--- config.mk ---
export PLATFORM = sky130hd
export DESIGN_NAME = cba_sub_32
export DESIGN_NICKNAME = d
export VERILOG_FILES = /design/src/rtl/cba_sub_pkg.sv /design/src/rtl/cba_slice.sv /design/src/rtl/cba_sub_32.sv
export SDC_FILE = /design/constraint.sdc
export NUM_CORES = 1
export LEC_CHECK = 0
export ABC_AREA = 1
export ABC_CLOCK_PERIOD_IN_PS = 3600
export CORE_ASPECT_RATIO = 1.1
export CORE_MARGIN = 2
export CORE_UTILIZATION = 51
export DETAILED_ROUTE_END_ITERATION = 8
export PLACE_DENSITY_LB_ADDON = 0.12
export SETUP_SLACK_MARGIN = 0.2
export SLEW_MARGIN = 20
export SYNTH_ARGS = -nofsm -noshare
export SYNTH_HDL_FRONTEND = slang
export SYNTH_SLANG_ARGS = --single-unit
--- constraint.sdc ---
create_clock -name clk -period 3.6 [get_ports clk]
set_clock_uncertainty 0.1 [all_clocks]
set_input_delay 0.54 -clock clk [delete_from_list [all_inputs] [get_ports clk]]
set_output_delay 0.54 -clock clk [all_outputs]
set_load 0.005 [all_outputs]
--- src/rtl/cba_sub_pkg.sv ---
// cba_sub_pkg: shared width, FSM state type and slice-count helper for the carry-bypass subtractor
package cba_sub_pkg;

    localparam int DATA_W = 32;

    typedef enum logic [1:0] {IDLE, CALC, DONE} state_t;

    function automatic int nblk(input int dw, input int bw);
        return dw / bw;
    endfunction

endpackage

--- src/rtl/cba_slice.sv ---
// cba_slice: combinational W-bit adder slice whose carry skips the ripple chain when every bit propagates
module cba_slice #(
    parameter int W = 8
) (
    input  logic [W-1:0] x,
    input  logic [W-1:0] y,
    input  logic         cin,
    output logic [W-1:0] s,
    output logic         cout
);

    logic rc;

    // ripple sum, with the carry-out bypassed straight from cin on a full propagate run
    always_comb begin
        {rc, s} = {1'b0, x} + {1'b0, y} + {{W{1'b0}}, cin};
        cout    = &(x ^ y) ? cin : rc;
    end

endmodule

--- src/rtl/cba_sub_32.sv ---
// cba_sub_32: multi-cycle a - b - bin as a + ~b + ~bin, one bypass slice per clock; CBA_SUB_OVF_EN adds ovf
module cba_sub_32 #(
    parameter int DATA_W = 32,
    parameter int BLK_W  = 8
) (
    input  logic              clk,
    input  logic              rst,
    input  logic [DATA_W-1:0] a,
    input  logic [DATA_W-1:0] b,
    input  logic              bin,
    input  logic              in_valid,
    output logic              in_ready,
    output logic [DATA_W-1:0] d,
    output logic              bout,
    output logic              out_valid,
    input  logic              out_ready
`ifdef CBA_SUB_OVF_EN
    ,
    output logic              ovf
`endif
);

    import cba_sub_pkg::*;

    localparam int NBLK = nblk(DATA_W, BLK_W);
    localparam int IW   = $clog2(NBLK + 1);

    if (DATA_W != cba_sub_pkg::DATA_W || DATA_W % BLK_W != 0) begin : g_bad_cfg
        $error("cba_sub_32: DATA_W must be 32 and divisible by BLK_W");
    end

    state_t            state, state_nx;
    logic [DATA_W-1:0] ra, rb;
    logic              carry;
    logic [IW-1:0]     idx;
    logic [BLK_W-1:0]  s;
    logic              cout;
    logic              last;

    assign last = idx == IW'(NBLK - 1);

    cba_slice #(.W(BLK_W)) u_slice (
        .x    (ra[idx*BLK_W +: BLK_W]),
        .y    (rb[idx*BLK_W +: BLK_W]),
        .cin  (carry),
        .s    (s),
        .cout (cout)
    );

    // state register
    always_ff @(posedge clk or posedge rst) begin
        if (rst) state <= IDLE;
        else     state <= state_nx;
    end

    // next state: accept, walk NBLK slices, then hold the result until taken
    always_comb begin
        state_nx = state == IDLE ? (in_valid  ? CALC : IDLE) :
                   state == CALC ? (last      ? DONE : CALC) :
                                   (out_ready ? IDLE : DONE);
    end

    // handshake outputs decoded from state
    always_comb begin
        in_ready  = state == IDLE;
        out_valid = state == DONE;
    end

    // operand capture with ~b / ~bin, then one slice per cycle into d and the carry register
    always_ff @(posedge clk or posedge rst) begin
        if (rst) begin
            ra    <= '0;
            rb    <= '0;
            carry <= 1'b0;
            idx   <= '0;
            d     <= '0;
            bout  <= 1'b0;
`ifdef CBA_SUB_OVF_EN
            ovf   <= 1'b0;
`endif
        end else if (state == IDLE) begin
            if (in_valid) begin
                ra    <= a;
                rb    <= ~b;
                carry <= ~bin;
                idx   <= '0;
            end
        end else if (state == CALC) begin
            d[idx*BLK_W +: BLK_W] <= s;
            carry                 <= cout;
            idx                   <= idx + 1'b1;
            if (last) begin
                bout <= ~cout;
`ifdef CBA_SUB_OVF_EN
                ovf  <= (ra[DATA_W-1] == rb[DATA_W-1]) && (s[BLK_W-1] != ra[DATA_W-1]);
`endif
            end
        end
    end

endmodule

### Word-level counts from Yosys, hierarchy flattened

Index checks and enable logic that the tools add are counted.

| word-level totals | value |
|---|---|
| register bits after elaboration | 103 |
| input bits | 69 |
| output and inout bits | 35 |
| word-level logic and storage cells | 44 |

| cells by class | value |
|---|---|
| add/subtract/negate cells | 4 |
| equality and inequality tests | 4 |
| shifts and indexed selects | 4 |
| multiplexer cells | 13 |
| bitwise logic cells | 5 |
| reduce and logical (&&, ||, !) cells | 7 |

Operators with widths:

| kind | number |
|---|---|
| $shiftx A32 B7 Y8 | 2 |
| $neg A6 Y34 | 1 |
| $shift A8 B34 Y32 const A | 1 |
| $shiftx A8 B34 Y32 | 1 |
| $bwmux W32 | 1 |
| $not A32 Y32 | 1 |
| $add A8 B8 Y9 | 1 |
| $add A9 B1 Y9 | 1 |
| $mux W3 | 3 |
| $mux W2 | 4 |
| $reduce_and A8 Y1 | 1 |
| $xor A8 B8 Y8 | 1 |
| $reduce_and A2 Y1 | 3 |
| $mux W1 | 5 |
| $add A3 B1 Y3 const B | 1 |
| $eq A3 B2 Y1 const B | 1 |
| $not A1 Y1 | 3 |
| $reduce_and A3 Y1 | 1 |
| $eq A2 B1 Y1 const B | 1 |
| $eq A2 B2 Y1 const B | 1 |
| $logic_not A2 Y1 | 1 |
| $ne A2 B2 Y1 const B | 1 |
| $reduce_bool A2 Y1 | 1 |

### Logic depth before layout (Yosys ltp)

Gate-level depths: netlist of run 1.

| depth | value |
|---|---|
| word-level depth | 6 |
| mapped depth | 16 |
| mapped depth without buffers | 14 |

### Hierarchy

Synthesis of run 1 repeated with hierarchy kept, for this count alone.

| second synthesis, totals | value |
|---|---|
| cells, all modules | 637 |
| area total of the unflattened synthesis | 5356.4 µm² |

By module, submodules not included:

| module | times used | cells an instance | area each (µm²) | sequential area each (µm²) |
|---|---|---|---|---|
| cba_sub_32 | 1 | 557 | 4898.4 | 2577.5 |
| cba_slice | 1 | 80 | 457.9 | 0.0 |

### Least setup slack after synthesis of run 1

No wires, ideal clock.

| timing path | value |
|---|---|
| path kind | register -> register |
| from | reg idx[0] |
| to | reg d[12] |
| setup time | 77 ps |
| arrival time | 2627 ps |
| required time | 3423 ps |
| setup slack | 796 ps |
| cell stages (with the launch flop) | 15 |
| path buffers | 2 |
| period minus slack after synthesis | 2804 ps |
| path through | dfrtp_1 buf_4 inv_4 clkbuf_1 a21oi_1 o21ai_0 a21oi_1 fa_1 fa_1 nand2_1 nand2_1 nand2_1 xnor2_1 nand3_1 o21ai_1 |

| on the way | value |
|---|---|
| cells in the longest elaborated chain, start to end | 5 |
| elaborated cells on any way between the ends | 8 |
| classes of those cells | add/sub (3); shift (4); mux (1) |

Ends and longest elaborated chain:

| what | RTL line | text |
|---|---|---|
| from (decl) | cba_sub_32.sv:35 | `logic [IW-1:0] idx;` |
| from (signal assigned) | cba_sub_32.sv:91 | `idx <= idx + 1'b1;` |
| $shiftx A32 B7 Y8, on equally long branches | cba_sub_32.sv:43, cba_sub_32.sv:44 |  |
| $add A8 B8 Y9 | cba_slice.sv:16 | `{rc, s} = {1'b0, x} + {1'b0, y} + {{W{1'b0}}, cin};` |
| $add A9 B1 Y9 | cba_slice.sv:16 |  |
| $shiftx A8 B34 Y32 | cba_sub_32.sv:89 | `d[idx*BLK_W +: BLK_W] <= s;` |
| $bwmux W32 * | cba_sub_32.sv:89 |  |
| to (signal, indexed assignment) | cba_sub_32.sv:89 |  |
| to (decl) | cba_sub_32.sv:13 | `output logic [DATA_W-1:0] d,` |

Mark *: on every way between the ends. The rest lies on a longest branch, timed or not.
A chain may end at the register's enable or synchronous reset.

### Worst setup path in the final report of run 1

Same ends and word-level chain as after synthesis.

==> results of run 1 <==
## synthesized netlist by cell type (all sizes together) (3+ instances only)
library cell and instances:
or2 3, ha 15, clkbuf 10, nand2 134, dfrtp 103, inv 28
o21ai 78, nand4 7, nand3 20, nor2 66, a21oi 36, mux2 24
buf 15, xnor2 3
## worst max-delay path, cell delays in order (launching register included)
cell	delay [ps]
dfrtp_1	520
inv_4	380
a21oi_1	110
o21ai_0	100
a21oi_1	140
fa_1	440
fa_1	480
nand2_1	80
nand2_1	80
nand2_1	80
xnor2_1	160
nand3_1	140
o21ai_1	140
## layer usage
metal	vias to the layer above	share of wire, %	global-route usage [%]
met3	13	4.4	3.64
met1	2002	43	30.3
met2	123	52	40.6
li1	2010	-	-
met5	-	0	0
met4	0	1.4	7.05
## state kept, by name, summed over array words and instances (netlist names)
| name | flops |
|---|---|
| idx | 3 |
| ra | 32 |
| carry | 1 |
| rb | 32 |
| state | 2 |
| d | 32 |
| bout | 1 |
## how the worst max path moves through the flow
stage | startpoint | slack, ps | cells after the start | end
after floorplan | rst | 260 | 1 | bout$_DFFE_PP0P_
after global placement | idx[0]$_DFFE_PP0P_ | 750 | 12 | d[28]$_DFFE_PP0P_
final | idx[0]$_DFFE_PP0P_ | 600 | 12 | d[12]$_DFFE_PP0P_
after global routing | idx[0]$_DFFE_PP0P_ | 350 | 12 | d[28]$_DFFE_PP0P_
after CTS | idx[0]$_DFFE_PP0P_ | 620 | 12 | d[12]$_DFFE_PP0P_
after detailed placement | idx[0]$_DFFE_PP0P_ | 650 | 12 | d[12]$_DFFE_PP0P_
## metrics by stage
stage	hold WS (ps)	instances	worst slack (ps)	cell area, um^2
finish	387	769	601	6320
global route	409	769	354	6320
CTS	392	769	624	6310
detailed placement	367	753	647	6090
global placement	361	753	752	6090
floorplan	348	552	256	4980
## layout make-up
| cell class | instances | share of cell area (%) |
|---|---|---|
| multi-input combinational | 395 | 34.4 |
| clock buffer | 9 | 1.96 |
| sequential | 103 | 40.8 |
| tap | 117 | 2.32 |
| inverter | 29 | 1.90 |
| clock inverter | 7 | 1.62 |
| timing repair buffer | 109 | 17.0 |
## kinds of logic after synthesis
group	Yosys count	synth area share (%)
flip-flops	103	51.7
AND/OR/NAND/NOR	234	21.1
multiplexers	24	5.43
buffers and inverters	54	4.77
adder cells (fa/ha/maj)	17	4.57
AO/OA/AOI/OAI	117	11.9
XOR/XNOR	3	0.528
## power groups by stage
stage | logic (W) | registers, W | clock network [W]
after floorplan | 0.00239 | 0.00192 | 0
after global placement | 0.00328 | 0.00204 | 0
after detailed placement | 0.00337 | 0.00205 | 0
after CTS | 0.00339 | 0.00203 | 0.000842
after global routing | 0.00378 | 0.00209 | 0.000889
final | 0.00339 | 0.00203 | 0.000826
==> summary.txt, run 1 <==
Placed design
  – RePlAce Congestion: 0.866
  – Port Buffers: 103
  – Hpwl dp: 8730 um

Route
  – First-pass DRT Iterations: 6
  – Antenna viol nets, final: 0
  – Number of DRC markers in iteration 0: 227
  – Residual DRC count: 0
  – DR vias: 4148
  – Drt wl/cell: 15.3 um
  – Routed Wire Length: 11700 um
  – Vias/cell: roughly 5.4

Die
  – Full die area: 0.0106 mm^2
  – Cell row count: 37
  – Die H: 108 um
  – IO Pins: around 100
  – Die X: 98.2 um
  – Starting Density: 52.7%
  – Core footprint: approximately 0.0094 mm^2

Power
  – Clock power frac: 13.2%
  – Cell Pwr Density: 989 mW/mm^2
  – Psw: roughly 0.0028 W
  – Sw frac: 44.9%
  – Reg power frac: 32.5%
  – Overall Power: between 0.006 and 0.007 W
  – Comb pwr share: 54.2%
  – VDD IR max: 410 uV
  – P_leak: ~3 nW
  – Int Power: 0.00344 W

Logic synthesis
  – Sequential area share after synthesis: 51.7%
  – Fraction of registers with async set/reset: 100%
  – Post-Syn Area: around 0.0050 mm^2
  – Cell taking the most area after synthesis: dfrtp_1
  – Distinct cell type count after synthesis: 34
  – Post-Syn Area per Cell: between 9 and 10 um^2
  – Synth Warn #: 0
  – Post-synth EDFFs: 0
  – Main flop type after synthesis: dfrtp_1
  – Synth area leaders: dfrtp_1, nand2_1, o21ai_0, mux2_1, nor2_1
  – Synth Register Bits: roughly 100
  – Post-Syn Nets: 638
  – Cells after synthesis: 552
  – Share of the synthesized area in the top cell type: 51.7%

Hold path
  – Hold endpoint: d[31]$_DFFE_PP0P_
  – Hold path start: d[31]$_DFFE_PP0P_
  – Hold Crit Class: flop to flop
  – Hold depth: 2

CTS
  – CTS buffer count: 9
  – Reg clk slew, reported paths: 100 ps
  – Hold buffers post-CTS: 0
  – Clock latency at the later pin of the worst-skew pair: 370 ps
  – CTS tree: done
  – Clk sink count: 103
  – H-Tree Depth: 3
  – Clk buf depth: 2
  – Post-CTS Setup Inserts: 0
  – Post-CTS resize count: 0
  – Clk Tree Root Cell: clkbuf_8

Setup path
  – Crit path arrival time: 3190 ps
  – CP max FO: 46
  – Critical path capture point type: flop
  – Critical path launch point type: flop
  – Worst R2R End: d[12]$_DFFE_PP0P_
  – R2R Setup Slk: about 600 ps
  – FF-to-FF path depth: 12
  – Worst EP required: 3790 ps
  – FF-to-FF Start: idx[0]$_DFFE_PP0P_
  – Crit Path Category: flop to flop

STA
  – Max Clock Freq: 333 MHz
  – Setup tns final: 0 ps
  – Period minus WS final: approximately 3000 ps
  – Slew @ Worst Pin: 721 ps
  – RSZ-0062 raised after global routing: no
  – Fin. max-slew vios: 0
  – Final setup viols: 0
  – Worst slew margin: approximately half
  – Final Hold Viols: 0
  – Final Cycle Share: 83.3%

GRT
  – Largest net degree at the start of global routing: 82
  – First-pass GRT wire length: 19700 um
  – Initial antenna violation count: 0
  – GRT Total Usage: 23.3%
  – Congestion Overflow GR: 0
  – Number of global-route vias before repair: 4027

Cells and area
  – Final Util: 66.9%
  – Ratio of cells with drive above 1 in the final layout: between 7 and 8%
  – Storage cell area: 0.00258 mm^2
  – Area of the multi-input gates: 0.00217 mm^2
  – Nets: 733
  – # diodes: 0
  – Most frequent cells in the layout: nand2_1, dfrtp_1, clkdlybuf4s50_1, nor2_1, o21ai_0
  – Area Overhead vs Synth: 26.8%
  – Most common cell after layout, fill and taps aside: nand2_1
  – Filler Cells Inserted: 804

Outcome
  – Run status: finished clean

Flow run
  – Max-cap violation count: 0
No activity file was read; power rests on OpenSTA's default activity.
==> inputs of run 2 (changes only) <==
Settings changed: ABC_CLOCK_PERIOD_IN_PS 3600 to 2400, CORE_UTILIZATION 51 to 46.
Clock period 3.6 ns to 2.4 ns, I/O delays scaled along.
==> summary.txt, run 2 (synthesis gave the netlist of run 1 again) <==
Outcome
  – Run status: finished with violations
  – Failing checks: negative setup slack

Route
  – Antenna viol nets, final: 0 (unchanged)
  – First-pass DRT Iterations: 4 (-2)
  – Number of DRC markers in iteration 0: 219 (-3.5%)
  – Routed Wire Length: 13500 um (+15%)
  – Drt wl/cell: 16.0 um (+4.9%)
  – DR vias: 4355 (+5.0%)
  – Vias/cell: 5.16 (-4.3%)
  – Residual DRC count: 0 (unchanged)

Die
  – IO Pins: 104 (unchanged)
  – Die H: 113 um (+5.1%)
  – Cell row count: 39 (+5.4%)
  – Starting Density: 47.5% (-5.3 points)
  – Die X: 103 um (+5.1%)
  – Full die area: 0.0117 mm^2 (+10%)
  – Core footprint: 0.0105 mm^2 (+11%)

Cells and area
  – Most common cell after layout, fill and taps aside: nand2_1
  – Regs by FF count: d x32, ra x32, rb x32
  – Most frequent cells in the layout: nand2_1, clkdlybuf4s50_1, dfrtp_1, nor2_1, buf_4
  – Area of the multi-input gates: 0.00250 mm^2 (+15%)
  – # diodes: 0 (unchanged)
  – Filler Cells Inserted: 809 (+0.62%)
  – Nets: 782 (+6.7%)
  – Storage cell area: 0.00258 mm^2 (about the same)
  – Final Cell Area: 0.00724 mm^2 (+15%)
  – Area Overhead vs Synth: 45.4%
  – Ratio of cells with drive above 1 in the final layout: 23.4% (+16 points)

STA
  – Final Hold Viols: 0 (unchanged)
  – Final Cycle Share: 109% (+26 points)
  – Setup tns final: -1650 ps (-1650 ps)
  – Fin. max-slew vios: 0 (unchanged)
  – Period minus WS final: 2620 ps (-379 ps)
  – Worst slew margin: 62.9% (+11 points)
  – Slew @ Worst Pin: 557 ps (-164 ps)
  – Max Clock Freq: 382 MHz (+14%)
  – Worst setup margin: -219 ps (-821 ps)
  – RSZ-0062 raised after global routing: yes
  – Final setup viols: 17 (+17)

CTS
  – Clock latency at the later pin of the worst-skew pair: 350 ps (-20 ps)
  – H-Tree Depth: 3 (unchanged)
  – Reg clk slew, reported paths: 70 ps (-30 ps)
  – CTS tree: done
  – Clk Tree Root Cell: clkbuf_16
  – Clk sink count: 103 (unchanged)
  – Clk buf depth: 2 (unchanged)
  – CTS buffer count: 9 (unchanged)

Power
  – P_leak: 3.27 nW (+12%)
  – Cell Pwr Density: 1740 mW/mm^2 (+76%)
  – VDD IR max: 897 uV (+120%)

GRT
  – Initial antenna violation count: 0 (unchanged)
  – Largest net degree at the start of global routing: 104 (+27%)
  – Congestion Overflow GR: 0 (unchanged)
  – GRT Total Usage: 23.4% (+0.076 points)
  – Number of global-route vias before repair: 4329 (+7.5%)
  – First-pass GRT wire length: 21200 um (+7.6%)

Setup path
  – CP Cell Sequence: buf_6 -> buf_6 -> nor2_2 -> nor2_1 -> o21ai_1 -> a21oi_1 -> ha_1 -> buf_4 -> nand2_1 -> nor2_1 -> nand2_1 -> or2_0 -> nand2_2 -> nand2_2 -> nand2_1 -> nand2_1
  – CP Buf/Inv Count: 3 (+2)
  – Critical path launch point type: flop
  – Crit Path Category: flop to flop
  – Crit path arrival time: 2760 ps (-430 ps)
  – CP top delay family: simple AND/OR/NAND/NOR gates
  – FF-to-FF path depth: 16 (+4)
  – Stages on the worst setup path: 16 (+4)
  – Slowest CP cell: dfrtp_2
  – Worst EP required: 2540 ps (-1250 ps)
  – CP max FO: 6 (-87%)
  – Slowest stage delay, CP: 490 ps (-30 ps)
  – Top cell by count, worst path: nand2_1
  – Critical path capture point type: flop

Placed design
  – Hpwl dp: 9160 um (+4.9%)
  – RePlAce Congestion: 0.869 (+0.31%)
  – Post-DP Area: 0.00637 mm^2 (+4.7%)
  – Port Buffers: 103 (unchanged)
  – Dpl ws: -232 ps (-880 ps)

Hold path
  – Hold Crit Class: flop to flop
  – Hold depth: 2 (unchanged)

Flow run
  – Max-cap violation count: 0 (unchanged)
[run 2: changes by cell type in the layout (fill, tap and decap cells not counted), moves of 11 or more]
| cell | change |
|---|---|
| nand2_1 | -18 |
| o21ai_0 | -24 |
| o21ai_2 | +13 |
| a21oi_1 | -12 |
| nand2_2 | +14 |
| buf_4 | +32 |
| a21oi_2 | +12 |
| o21ai_1 | +11 |
[run 2: power breakdown]
group | internal, W | total (W) | switching [W]
clock | 0.000915 | 0.00156 | 0.000644
sequential | 0.00253 | 0.00310 | 0.000564
combinational | 0.00372 | 0.00795 | 0.00424
total | 0.00717 | 0.0126 | 0.00544
[run 2: cell type report]
cell class	instances	share of cell area, %
tap	143	2.47
clock buffer	9	3.11
timing repair buffer	155	20.7
sequential	103	35.6
clock inverter	7	1.31
multi-input combinational	396	34.6
inverter	29	1.83
timing repair inverter	2	0.311
[run 2: metal layers]
| layer | wire (um) | GRT usage [%] | up-vias |
|---|---|---|---|
| li1 | - | - | 2113 |
| met1 | 5590 | 29.8 | 2071 |
| met2 | 6950 | 39.5 | 139 |
| met3 | 571 | 4.39 | 32 |
| met4 | 393 | 8.60 | 0 |
| met5 | 0 | 0 | - |
[run 2: repair_timing]
item / CTS / global route
hold buffers: 0 / 0
endpoints found under the setup margin: 34 / 34
cloned: 3 / 1
pin swaps: 21 / 27
gates resized for setup: 24 / 84
setup buffers: 11 / 8
[run 2: worst register-to-register path: cells and delay by family (launching register included)]
kind            cells  cell delay (ps)
flops               1              490
compound gates      2              180
simple gates       10              990
fa+ha+maj           1              320
buf+inv             3              440
[run 2: final timing paths]
kind                                     from                 end  slack, ps
max reg2reg                idx[0]$_DFFE_PP0P_   carry$_DFFE_PP0P_       -220
min in group asynchronous                 rst  rb[29]$_DFFE_PP0P_        410
min                          d[1]$_DFFE_PP0P_    d[1]$_DFFE_PP0P_        380
max                        idx[0]$_DFFE_PP0P_   carry$_DFFE_PP0P_       -220
max in group asynchronous                 rst   rb[6]$_DFFE_PP0P_       1360
min reg2reg                  d[1]$_DFFE_PP0P_    d[1]$_DFFE_PP0P_        380
[run 2: through the flow]
stage                     total power [W]  utilization, %  std cells  hold WS (ps)
after floorplan                   0.00673               -        552           348
after global placement            0.00869            60.8        805           363
after detailed placement          0.00886            60.8        805           368
after CTS                          0.0110            65.6        835           388
after global routing               0.0135            69.0        844           412
final                              0.0126            69.0        844           384
==> inputs of run 3 (changes only) <==
Settings changed: CORE_UTILIZATION 46 to 55, DONT_BUFFER_PORTS set to 1.
==> summary.txt, run 3 (synthesis gave the netlist of run 1 again) <==
Outcome
  – Run status: finished with violations
  – Failing checks: negative setup slack

Route
  – WL met1: 5060 um (-9.5%)
  – First-pass DRT Iterations: 4 (unchanged)
  – Vias/cell: 5.42 (+5.1%)
  – Drt wl/cell: 16.7 um (+4.4%)
  – Antenna viol nets, final: 0 (unchanged)
  – Metal2 WL: 6620 um (-4.8%)
  – DR vias: 4106 (-5.7%)
  – DR top layer: met4
  – Residual DRC count: 0 (unchanged)
  – Number of DRC markers in iteration 0: 246 (+12%)
  – Met3 WL post-DR: 628 um (+10%)
  – Routed Wire Length: 12600 um (-6.4%)

STA
  – Worst setup margin: -140 ps (+79.6 ps)
  – Final Cycle Share: 106% (-3.3 points)
  – Final Hold Viols: 0 (unchanged)
  – RSZ-0062 raised after global routing: yes
  – Fin. max-slew vios: 0 (unchanged)
  – Worst slew margin: 61.3% (-1.5 points)
  – Period minus WS final: 2540 ps (-79.6 ps)
  – Hold WS: 6.27 ps (-378 ps)
  – Max Clock Freq: 394 MHz (+3.1%)
  – Final setup viols: 13 (-4)
  – Slew @ Worst Pin: 580 ps (+23.2 ps)

Setup path
  – Slowest CP cell: dfrtp_2
  – R2R Setup Slk: -140 ps (+80 ps)
  – Crit path arrival time: 2750 ps (about the same)
  – Worst EP required: 2610 ps (+70 ps)
  – Worst R2R End: d[26]$_DFFE_PP0P_
  – CP top delay family: adder cells
  – FF-to-FF path depth: 12 (-4)
  – CP max FO: 6 (unchanged)
  – Crit path to: d[26]$_DFFE_PP0P_
  – FF-to-FF Start: idx[0]$_DFFE_PP0P_
  – Stages on the worst setup path: 12 (-4)
  – CP Buf/Inv Count: 2 (-1)
  – Slowest stage delay, CP: 470 ps (-20 ps)
  – CP Cell Sequence: buf_6 -> nor2_4 -> nor2_1 -> o21ai_2 -> a21oi_2 -> fa_2 -> fa_2 -> buf_4 -> xnor2_4 -> a21oi_2 -> nand2_2 -> o21ai_2
  – Crit Path Category: flop to flop
  – CP Launch Point: idx[0]$_DFFE_PP0P_
  – Critical path capture point type: flop
  – Critical path launch point type: flop

Power
  – VDD IR max: 823 uV (-8.2%)
  – Cell Pwr Density: 1780 mW/mm^2 (+2.4%)
  – P_leak: 3.03 nW (-7.3%)

CTS
  – CTS tree: done
  – Clk Tree Root Cell: clkbuf_8
  – Reg clk slew, reported paths: 100 ps (+30 ps)
  – CTS buffer count: 9 (unchanged)
  – Clk buf depth: 2 (unchanged)
  – Clock latency at the later pin of the worst-skew pair: 380 ps (+30 ps)
  – Clk sink count: 103 (unchanged)
  – H-Tree Depth: 3 (unchanged)

Cells and area
  – Regs by FF count: d x32, ra x32, rb x32
  – Final Cell Area: 0.00651 mm^2 (-10%)
  – Area Overhead vs Synth: 30.7%
  – Storage cell area: 0.00258 mm^2 (unchanged)
  – Nets: 723 (-7.5%)
  – Final cell count without fillers: 757 (-10%)
  – Area of the multi-input gates: 0.00251 mm^2 (+0.40%)
  – Most common cell after layout, fill and taps aside: nand2_1
  – Most frequent cells in the layout: nand2_1, dfrtp_1, nor2_1, dlygate4sd3_1
  – Filler Cells Inserted: 645 (-20%)
  – Ratio of cells with drive above 1 in the final layout: 25.4% (+2.0 points)

Die
  – Die X: 94.7 um (-8.2%)
  – Full die area: 0.00983 mm^2 (-16%)
  – Core footprint: 0.00883 mm^2 (-16%)
  – IO Pins: 104 (unchanged)
  – Starting Density: 56.4% (+8.9 points)
  – Die H: 104 um (-8.2%)
  – Cell row count: 36 (-7.7%)

Placed design
  – Port Buffers: 0 (-100%)
  – RePlAce Congestion: 0.907 (+4.4%)
  – Dpl ws: -142 ps (+91.0 ps)
  – Post-DP Area: 0.00534 mm^2 (-16%)
  – Hpwl dp: 8430 um (-8.0%)
  – Dpl cells: 677 (-16%)

Hold path
  – Hold depth: 1 (-1)
  – Hold Crit Class: input pin to flop

GRT
  – Largest net degree at the start of global routing: 104 (unchanged)
  – Initial antenna violation count: 1 (+1)
  – GRT Total Usage: 26.7% (+3.3 points)
  – First-pass GRT wire length: 20400 um (-3.6%)
  – Congestion Overflow GR: 0 (unchanged)
  – Number of global-route vias before repair: 4246 (-1.9%)

Flow run
  – Max-cap violation count: 0 (unchanged)
run 3: cell count changes in the layout (fill, tap and decap cells not counted), moves of 3 or more:
cell             delta
clkdlybuf4s50_1   -103
dlygate4sd3_1      +47
clkbuf_8           +10
clkbuf_16           -9
o21ai_0             +7
buf_4               +6
o21ai_1             -4
nor2_1              -3
o21ai_2             -3
run 3: routing by layer:
metal  vias up  GRT usage, %
li1       1985             -
met1      1980          33.1
met2       115          44.8
met3        26          6.40
met4         0          10.2
met5         -             0
run 3: per-stage QoR:
| step | total power, W | util (%) | setup TNS, ps |
|---|---|---|---|
| after global placement | 0.00827 | 60.4 | -1240 |
| after floorplan | 0.00673 | - | -301 |
| after detailed placement | 0.00841 | 60.4 | -2300 |
| after global routing | 0.0124 | 73.8 | -3540 |
| final | 0.0116 | 73.8 | -923 |
| after CTS | 0.0104 | 69.9 | -794 |
run 3: worst register-to-register path: stages (launching register included):
cell	delay, ps
dfrtp_2	470
buf_6	160
nor2_4	70
nor2_1	50
o21ai_2	60
a21oi_2	90
fa_2	430
fa_2	380
buf_4	170
xnor2_4	130
a21oi_2	160
nand2_2	90
o21ai_2	110
run 3: worst min-delay path by stage:
stage | from | to | slack (ps)
after detailed placement | rst | d[26]$_DFFE_PP0P_ | 330
after global placement | rst | d[8]$_DFFE_PP0P_ | 330
after CTS | a[15] | ra[15]$_DFFE_PP0P_ | 0.2
final | a[14] | ra[14]$_DFFE_PP0P_ | 6
after global routing | a[14] | ra[14]$_DFFE_PP0P_ | 4
after floorplan | rb[10]$_DFFE_PP0P_ | rb[10]$_DFFE_PP0P_ | 350
run 3: power breakdown:
group	internal [W]	total [W]	switching [W]
combinational	0.00324	0.00721	0.00397
sequential	0.00253	0.00313	0.000598
clock	0.000635	0.00127	0.000640
total	0.00640	0.0116	0.00521
run 3: what timing repair did:
action                                 4_1_cts  5_1_grt
hold buffers                                44        3
resized for setup                           33       60
endpoints found under the hold margin      146        3
buffers inserted                             9        7
setup endpoints to repair                   34       33
pin swaps                                   42       38
run 3: cell type report:
cell class / count / area share [%]
Antenna cell: 1 / 0.0384
Clock buffer: 10 / 2.11
Clock inverter: 6 / 1.50
Inverter: 29 / 1.96
Multi-Input combinational cell: 395 / 38.6
Sequential cell: 103 / 39.6
Tap cell: 114 / 2.19
Timing Repair Buffer: 99 / 14.0
